**config.mk**
```make
export PLATFORM = sky130hd
export DESIGN_NAME = ula_multicycle
export DESIGN_NICKNAME = d
export VERILOG_FILES = /design/src/rtl/ula_multicycle.sv
export SDC_FILE = /design/constraint.sdc
export NUM_CORES = 1
export LEC_CHECK = 0
export BUFFER_PORTS_ARGS = -buffer_cell sky130_fd_sc_hd__clkbuf_2
export CAP_MARGIN = 20
export CORE_MARGIN = 2
export CORE_UTILIZATION = 40
export DETAILED_ROUTE_END_ITERATION = 10
export PLACE_DENSITY_LB_ADDON = 0.08
export SYNTH_ARGS = -nofsm -noshare
export SYNTH_HDL_FRONTEND = slang
export SYNTH_SLANG_ARGS = --single-unit
```
**constraint.sdc**
```tcl
create_clock -name clock -period 3.5 [get_ports clock]
set_input_delay 0.7 -clock clock [delete_from_list [all_inputs] [get_ports clock]]
set_output_delay 0.7 -clock clock [all_outputs]
set_load 0.005 [all_outputs]
```
**src/rtl/ula_multicycle.sv**
```systemverilog
// ula_multicycle: sequential ALU with single-cycle logic/add/sub ops and
// 8-step shift-add multiply and restoring divide.
// Optional feature: define ULA_DIV_EN to compile in the DIV/MOD datapath;
// without it, ops 9 and 10 complete in one cycle as reserved ops.
module ula_multicycle #(
    parameter int WIDTH = 8
) (
    input  logic             clock,
    input  logic             reset,
    input  logic             start,
    input  logic [3:0]       op,
    input  logic [WIDTH-1:0] a,
    input  logic [WIDTH-1:0] b,
    output logic [WIDTH-1:0] result,
    output logic             flag_z,
    output logic             flag_n,
    output logic             flag_c,
    output logic             flag_v,
    output logic             busy,
    output logic             done
);

    typedef enum logic {IDLE, RUN} state_t;

    typedef enum logic [3:0] {
        OP_ADD = 4'd0, OP_SUB = 4'd1, OP_AND = 4'd2, OP_OR  = 4'd3,
        OP_XOR = 4'd4, OP_NOT = 4'd5, OP_SHL = 4'd6, OP_SHR = 4'd7,
        OP_MUL = 4'd8, OP_DIV = 4'd9, OP_MOD = 4'd10
    } op_t;

    localparam logic [3:0] LAST = 4'(WIDTH - 1);

    state_t             state_q, state_n;
    logic [3:0]         op_q, op_n;
    logic [WIDTH-1:0]   x_q, x_n;      // MUL: multiplier (shifts right); DIV: dividend -> quotient
    logic [WIDTH-1:0]   y_q, y_n;      // multiplicand / divisor
    logic [2*WIDTH-1:0] acc_q, acc_n;  // MUL partial product
    logic [3:0]         cnt_q, cnt_n;
    logic [WIDTH-1:0]   res_n;
    logic               z_n, n_n, c_n, v_n, busy_n, done_n;
    logic               is_multi;

    logic [WIDTH:0]     add_w, sub_w, mul_sum;
    logic [2*WIDTH-1:0] mul_acc;

`ifdef ULA_DIV_EN
    logic [WIDTH-1:0]   rem_q, rem_n, rem_step;
    logic [WIDTH:0]     trial, trial_sub;
    logic               q_bit;
`endif

    assign add_w   = {1'b0, a} + {1'b0, b};
    assign sub_w   = {1'b0, a} - {1'b0, b};
    // Right-shifting shift-add: high half accumulates, low half collects product bits.
    assign mul_sum = {1'b0, acc_q[2*WIDTH-1:WIDTH]} + {1'b0, (x_q[0] ? y_q : '0)};
    assign mul_acc = {mul_sum, acc_q[WIDTH-1:1]};

`ifdef ULA_DIV_EN
    // Restoring divide step: bring in next dividend bit, subtract divisor if it fits.
    assign trial     = {rem_q, x_q[WIDTH-1]};
    assign trial_sub = trial - {1'b0, y_q};
    assign q_bit     = (trial >= {1'b0, y_q});
    assign rem_step  = q_bit ? trial_sub[WIDTH-1:0] : trial[WIDTH-1:0];
    assign is_multi  = (op == OP_MUL) || (op == OP_DIV) || (op == OP_MOD);
`else
    assign is_multi  = (op == OP_MUL);
`endif

    // Registers: FSM state, iteration datapath and all outputs.
    always_ff @(posedge clock) begin
        if (!reset) begin
            state_q <= IDLE;
            op_q    <= '0;
            x_q     <= '0;
            y_q     <= '0;
            acc_q   <= '0;
            cnt_q   <= '0;
            result  <= '0;
            flag_z  <= 1'b0;
            flag_n  <= 1'b0;
            flag_c  <= 1'b0;
            flag_v  <= 1'b0;
            busy    <= 1'b0;
            done    <= 1'b0;
`ifdef ULA_DIV_EN
            rem_q   <= '0;
`endif
        end else begin
            state_q <= state_n;
            op_q    <= op_n;
            x_q     <= x_n;
            y_q     <= y_n;
            acc_q   <= acc_n;
            cnt_q   <= cnt_n;
            result  <= res_n;
            flag_z  <= z_n;
            flag_n  <= n_n;
            flag_c  <= c_n;
            flag_v  <= v_n;
            busy    <= busy_n;
            done    <= done_n;
`ifdef ULA_DIV_EN
            rem_q   <= rem_n;
`endif
        end
    end

    // Next-state, iteration step and result/flag computation.
    always_comb begin
        state_n = state_q;
        op_n    = op_q;
        x_n     = x_q;
        y_n     = y_q;
        acc_n   = acc_q;
        cnt_n   = cnt_q;
        res_n   = result;
        z_n     = flag_z;
        n_n     = flag_n;
        c_n     = flag_c;
        v_n     = flag_v;
        busy_n  = busy;
        done_n  = 1'b0;
`ifdef ULA_DIV_EN
        rem_n   = rem_q;
`endif
        case (state_q)
            IDLE: begin
                if (start) begin
                    if (is_multi) begin
                        state_n = RUN;
                        op_n    = op;
                        x_n     = a;
                        y_n     = b;
                        acc_n   = '0;
                        cnt_n   = '0;
                        busy_n  = 1'b1;
`ifdef ULA_DIV_EN
                        rem_n   = '0;
`endif
                    end else begin
                        done_n = 1'b1;
                        res_n  = '0;
                        c_n    = 1'b0;
                        v_n    = 1'b0;
                        case (op)
                            OP_ADD: begin
                                res_n = add_w[WIDTH-1:0];
                                c_n   = add_w[WIDTH];
                                v_n   = (a[WIDTH-1] == b[WIDTH-1]) && (add_w[WIDTH-1] != a[WIDTH-1]);
                            end
                            OP_SUB: begin
                                res_n = sub_w[WIDTH-1:0];
                                c_n   = sub_w[WIDTH];
                                v_n   = (a[WIDTH-1] != b[WIDTH-1]) && (sub_w[WIDTH-1] != a[WIDTH-1]);
                            end
                            OP_AND: res_n = a & b;
                            OP_OR:  res_n = a | b;
                            OP_XOR: res_n = a ^ b;
                            OP_NOT: res_n = ~a;
                            OP_SHL: begin
                                res_n = {a[WIDTH-2:0], 1'b0};
                                c_n   = a[WIDTH-1];
                            end
                            OP_SHR: begin
                                res_n = {1'b0, a[WIDTH-1:1]};
                                c_n   = a[0];
                            end
                            default: res_n = '0;
                        endcase
                    end
                end
            end
            RUN: begin
                cnt_n = cnt_q + 4'd1;
                if (op_q == OP_MUL) begin
                    acc_n = mul_acc;
                    x_n   = x_q >> 1;
                end
`ifdef ULA_DIV_EN
                else begin
                    rem_n = rem_step;
                    x_n   = {x_q[WIDTH-2:0], q_bit};
                end
`endif
                if (cnt_q == LAST) begin
                    state_n = IDLE;
                    busy_n  = 1'b0;
                    done_n  = 1'b1;
                    cnt_n   = '0;
                    c_n     = 1'b0;
                    v_n     = 1'b0;
                    res_n   = '0;
                    if (op_q == OP_MUL) begin
                        res_n = mul_acc[WIDTH-1:0];
                        c_n   = |mul_acc[2*WIDTH-1:WIDTH];
                    end
`ifdef ULA_DIV_EN
                    else begin
                        res_n = (op_q == OP_DIV) ? {x_q[WIDTH-2:0], q_bit} : rem_step;
                        v_n   = (y_q == '0);
                    end
`endif
                end
            end
            default: state_n = IDLE;
        endcase
        if (done_n) begin
            z_n = (res_n == '0);
            n_n = res_n[WIDTH-1];
        end
    end

endmodule

```
==> results.txt <==
----------------------------------------------------
[Timing]
  Pins over their slew limit ... 0
  Worst hold slack after final layout ... 459.0 ps
  Clock skew ... 13.92 ps
  Highest Clock Rate ... between 300 and 400 MHz
  Setup TNS ... 0 ps
  Transition time at the pin with the least slew margin ... 671.6 ps
  RSZ-0062 raised after global routing ... no
  Max-slew headroom at the worst pin ... 54.07%
  Number of setup violations in the final report ... 0
  Share of the clock period used by the worst path ... 82.72%
  Crit path time final ... roughly 2900 ps
  Hold violation count in the final report ... 0

[Hold path]
  Worst Hold Path Cells ... 2
  Min-delay worst type ... reg -> reg

[GRT]
  Largest net degree at the start of global routing ... 24
  Via count of the first global-routing pass ... approximately 3,600
  Wire length of the first global-routing pass ... about 20,000 µm
  Total routing usage reported by global routing ... 22.74%
  Antenna violations before repair ... 0
  Sum of overflow across all layers after global routing ... 0

[Clock network]
  Clock-pin slew on the worst setup and hold paths ... between 100 and 150 ps
  Number of buffers inserted for hold repair after clock tree synthesis ... 0
  Number of sinks driven by the clock tree ... between 50 and 60
  Number of gates given a new drive strength after cts ... 0
  Buffer type at the clock tree root ... sky130_fd_sc_hd__clkbuf_8
  Htree depth ... 2
  Buffers from clock root to sink, at most ... 2
  Clock tree from TritonCTS ... built
  Post-CTS Setup Repair Bufs ... 0
  Clock network latency to the later pin of the worst-skew pair ... between 300 and 400 ps
  Number of buffers inserted during clock tree synthesis ... 5

[Cells and area]
  Antenna Diode Count ... 0
  Layout Area Growth over Synthesis ... 10.16%
  Fraction of layout cells with a size suffix above 1 ... about an eighth
  Final standard cell utilization of the core ... a little under half
  # nets final ... 578

[Synth]
  Number of storage elements in the synthesis netlist ... 54
  Synth warn ... 0
  Post-synthesis async set-or-reset flop share ... 0%
  Synth top area cells ... sky130_fd_sc_hd__dfxtp_1 27%, sky130_fd_sc_hd__ha_1 10%, sky130_fd_sc_hd__a21oi_1 5.0%, sky130_fd_sc_hd__nor2_1 4.6%, sky130_fd_sc_hd__nand2_1 4.1%
  Sequential-to-total area share from yosys stat ... between 20% and 30%
  Synthesized area per cell ... between 8 and 9 µm²
  Library cells used by synthesis ... 73
  Post-synth EDFFs ... 0
  Most frequent cell after synthesis ... sky130_fd_sc_hd__dfxtp_1
  Mapped Nets ... 549
  Fraction of synthesized cell area taken by the top area cell type ... 26.93%
  Cells after Synth ... 490
  Cell type with the largest total area after synthesis ... sky130_fd_sc_hd__dfxtp_1
  Most frequent cells after synthesis ... 54 x sky130_fd_sc_hd__dfxtp_1, 49 x sky130_fd_sc_hd__nor2_1, 44 x sky130_fd_sc_hd__nand2_1
  Mapped Area ... about 4000 µm²
  Top_reg_cell synth ... sky130_fd_sc_hd__dfxtp_1

[Placed design]
  Final GP Congestion ... ~0.9
  HPWL reported at the end of detailed placement ... 9324 µm
  Buffers added on ports ... 36

[Floorplanning]
  Rows ... 36
  Io pins ... 37
  Die footprint ... 10,850 µm²
  Total core area ... 9774 µm²
  Die width ... approximately 100 µm
  Height of the die ... roughly 100 µm
  Initial Util ... between 40% and 50%

[Critical path]
  Number of buffer and inverter stages on the critical path ... 2
  Worst Setup Start Kind ... input port
  Worst path cell trace ... clkbuf_2 > inv_1 > ha_1 > nor2_1 > o311a_4 > or4_1 > a311oi_1 > o311ai_1 > a211oi_2 > a32o_1
  Delay of the slowest cell on the worst path ... 460 ps
  Reg2reg path depth ... 9
  Critical-path maximum fanout ... 6
  Data required time at the worst endpoint ... about 3800 ps
  Cell at the slowest stage of the critical path ... sky130_fd_sc_hd__or4_1
  Instance count on the critical path ... 10
  Crit path max-delay family ... compound AO/OA/AOI/OAI gates
  Sort of element at the end of the critical path ... flip-flop
  Arrival @ worst endpoint ... around 3200 ps
  Critical path type ... in -> reg

[Pwr]
  Internal power contribution ... 0.9620 mW
  Sequential share of power ... a little under half
  Fraction of power consumed by the clock network ... approximately 31%
  Peak ir drop on the vdd network ... around 150 µV
  Net Sw Power ... ~0.42 mW
  Share of total power in combinational logic ... 22.7%
  PwrDens ... 311.7 nW/µm²
  Net switching share of the total power ... a little under a third
  P_leak ... about 1.9 nW

[Routing]
  Via-to-Cell Ratio ... between 5 and 6
  Remaining design rule violation count ... 0
  Total routed wirelength ... 12,090 µm
  Starting DRC count in detailed routing ... around 270
  DR WL/cell ... 18.52 µm
  Total vias in the final route ... roughly 3,800
  Final ANT Viol Nets ... 0
  First-pass detailed-route iteration total ... 5

[Run]
  Number of violations of the max-capacitance limit ... 0

[Outcome]
  Status ... finished, final reports clean

----------------------------------------------------
-- tightest hold or removal path: cells and delay by family (launching register included) --
kind	cells	cell delay, ps
simple gates	1	50
flops	1	320
compound gates	1	50
-- registers in the layout, summed over array words and instances (netlist names) --
register  flops
flag_v        1
result        8
x_q           8
op_q          4
acc_q        15
cnt_q         4
flag_c        1
busy          1
flag_z        1
flag_n        1
state_q       1
y_q           8
done          1
-- through the flow --
| stage | worst slack (ps) | power (mW) | std cells | cell area (µm²) |
|---|---|---|---|---|
| 6_report | 604.8 | 1.378 | 653 | 4422 |
| 5_1_grt | 453.4 | 1.448 | 653 | 4422 |
| 4_1_cts | 629.0 | 1.385 | 653 | 4422 |
| 3_5_place_dp | 282.8 | 0.9562 | 645 | 4312 |
| 3_3_place_gp | 348.8 | 0.9560 | 644 | 4304 |
| 2_1_floorplan | 604.6 | 0.8565 | 490 | 4014 |
-- power by group through the flow --
stage | Combinational, mW | Sequential, mW | Clock [mW]
final | 0.312 | 0.635 | 0.431
after detailed placement | 0.308 | 0.649 | 0
after floorplan | 0.210 | 0.646 | 0
after global routing | 0.344 | 0.636 | 0.468
after global placement | 0.307 | 0.649 | 0
after CTS | 0.309 | 0.634 | 0.441
-- path summary, 6_finish.rpt --
kind,start,slack [ps],end
hold / removal,flag_n,460,flag_n
setup reg to reg,x_q[0],810,flag_c
setup / recovery,a[1],600,flag_z
hold reg to reg,flag_n,460,flag_n
-- layer usage --
layer / up-vias / part of all wire [%] / GRT usage, %
li1: 1850 / - / -
met1: 1804 / 47 / 32.51
met2: 120 / 45 / 35.29
met3: 19 / 4.8 / 2.820
met4: 0 / 3.1 / 7.915
met5: - / 0 / 0
-- area by class of cell --
type / instances / area [µm²]
clock inverter: 2 / 37.54
timing repair buffer: 49 / 277.8
fill: 1028 / 5353
clock buffer: 6 / 72.57
inverter: 33 / 123.9
tap: 133 / 166.4
multi-input combinational: 376 / 2663
sequential: 54 / 1081
-- cells in the final DEF (no fill, tap or decap), types with 4 or more instances in the layout --
cell,n
sky130_fd_sc_hd__a211oi_1,7
sky130_fd_sc_hd__a21oi_1,40
sky130_fd_sc_hd__a22oi_1,19
sky130_fd_sc_hd__a31oi_1,4
sky130_fd_sc_hd__and2_1,14
sky130_fd_sc_hd__and3_1,4
sky130_fd_sc_hd__buf_4,13
sky130_fd_sc_hd__clkbuf_2,36
sky130_fd_sc_hd__clkbuf_8,5
sky130_fd_sc_hd__dfxtp_1,54
sky130_fd_sc_hd__ha_1,33
sky130_fd_sc_hd__inv_1,30
sky130_fd_sc_hd__mux2i_1,9
sky130_fd_sc_hd__nand2_1,44
sky130_fd_sc_hd__nand2b_1,6
sky130_fd_sc_hd__nand3_1,9
sky130_fd_sc_hd__nor2_1,49
sky130_fd_sc_hd__nor3_1,5
sky130_fd_sc_hd__o211a_1,8
sky130_fd_sc_hd__o211ai_1,12
sky130_fd_sc_hd__o21ai_0,22
sky130_fd_sc_hd__o31ai_1,4
sky130_fd_sc_hd__or3_1,5
sky130_fd_sc_hd__xnor2_1,6
-- logic make-up (layout without fill, tap and decap cells) --
| group | Yosys count | in the layout | share of synthesized area, % |
|---|---|---|---|
| DFF | 54 | 54 | 26.93 |
| adders and majority gates | 36 | 36 | 11.78 |
| and+or+nand+nor | 156 | 156 | 18.92 |
| muxes | 15 | 15 | 5.143 |
| buffers and inverters | 60 | 90 | 6.733 |
| AOI/OAI and AO/OA | 160 | 160 | 28.52 |
| xor gates and xnor gates | 9 | 9 | 1.964 |
(Power assumes the default switching activity.)
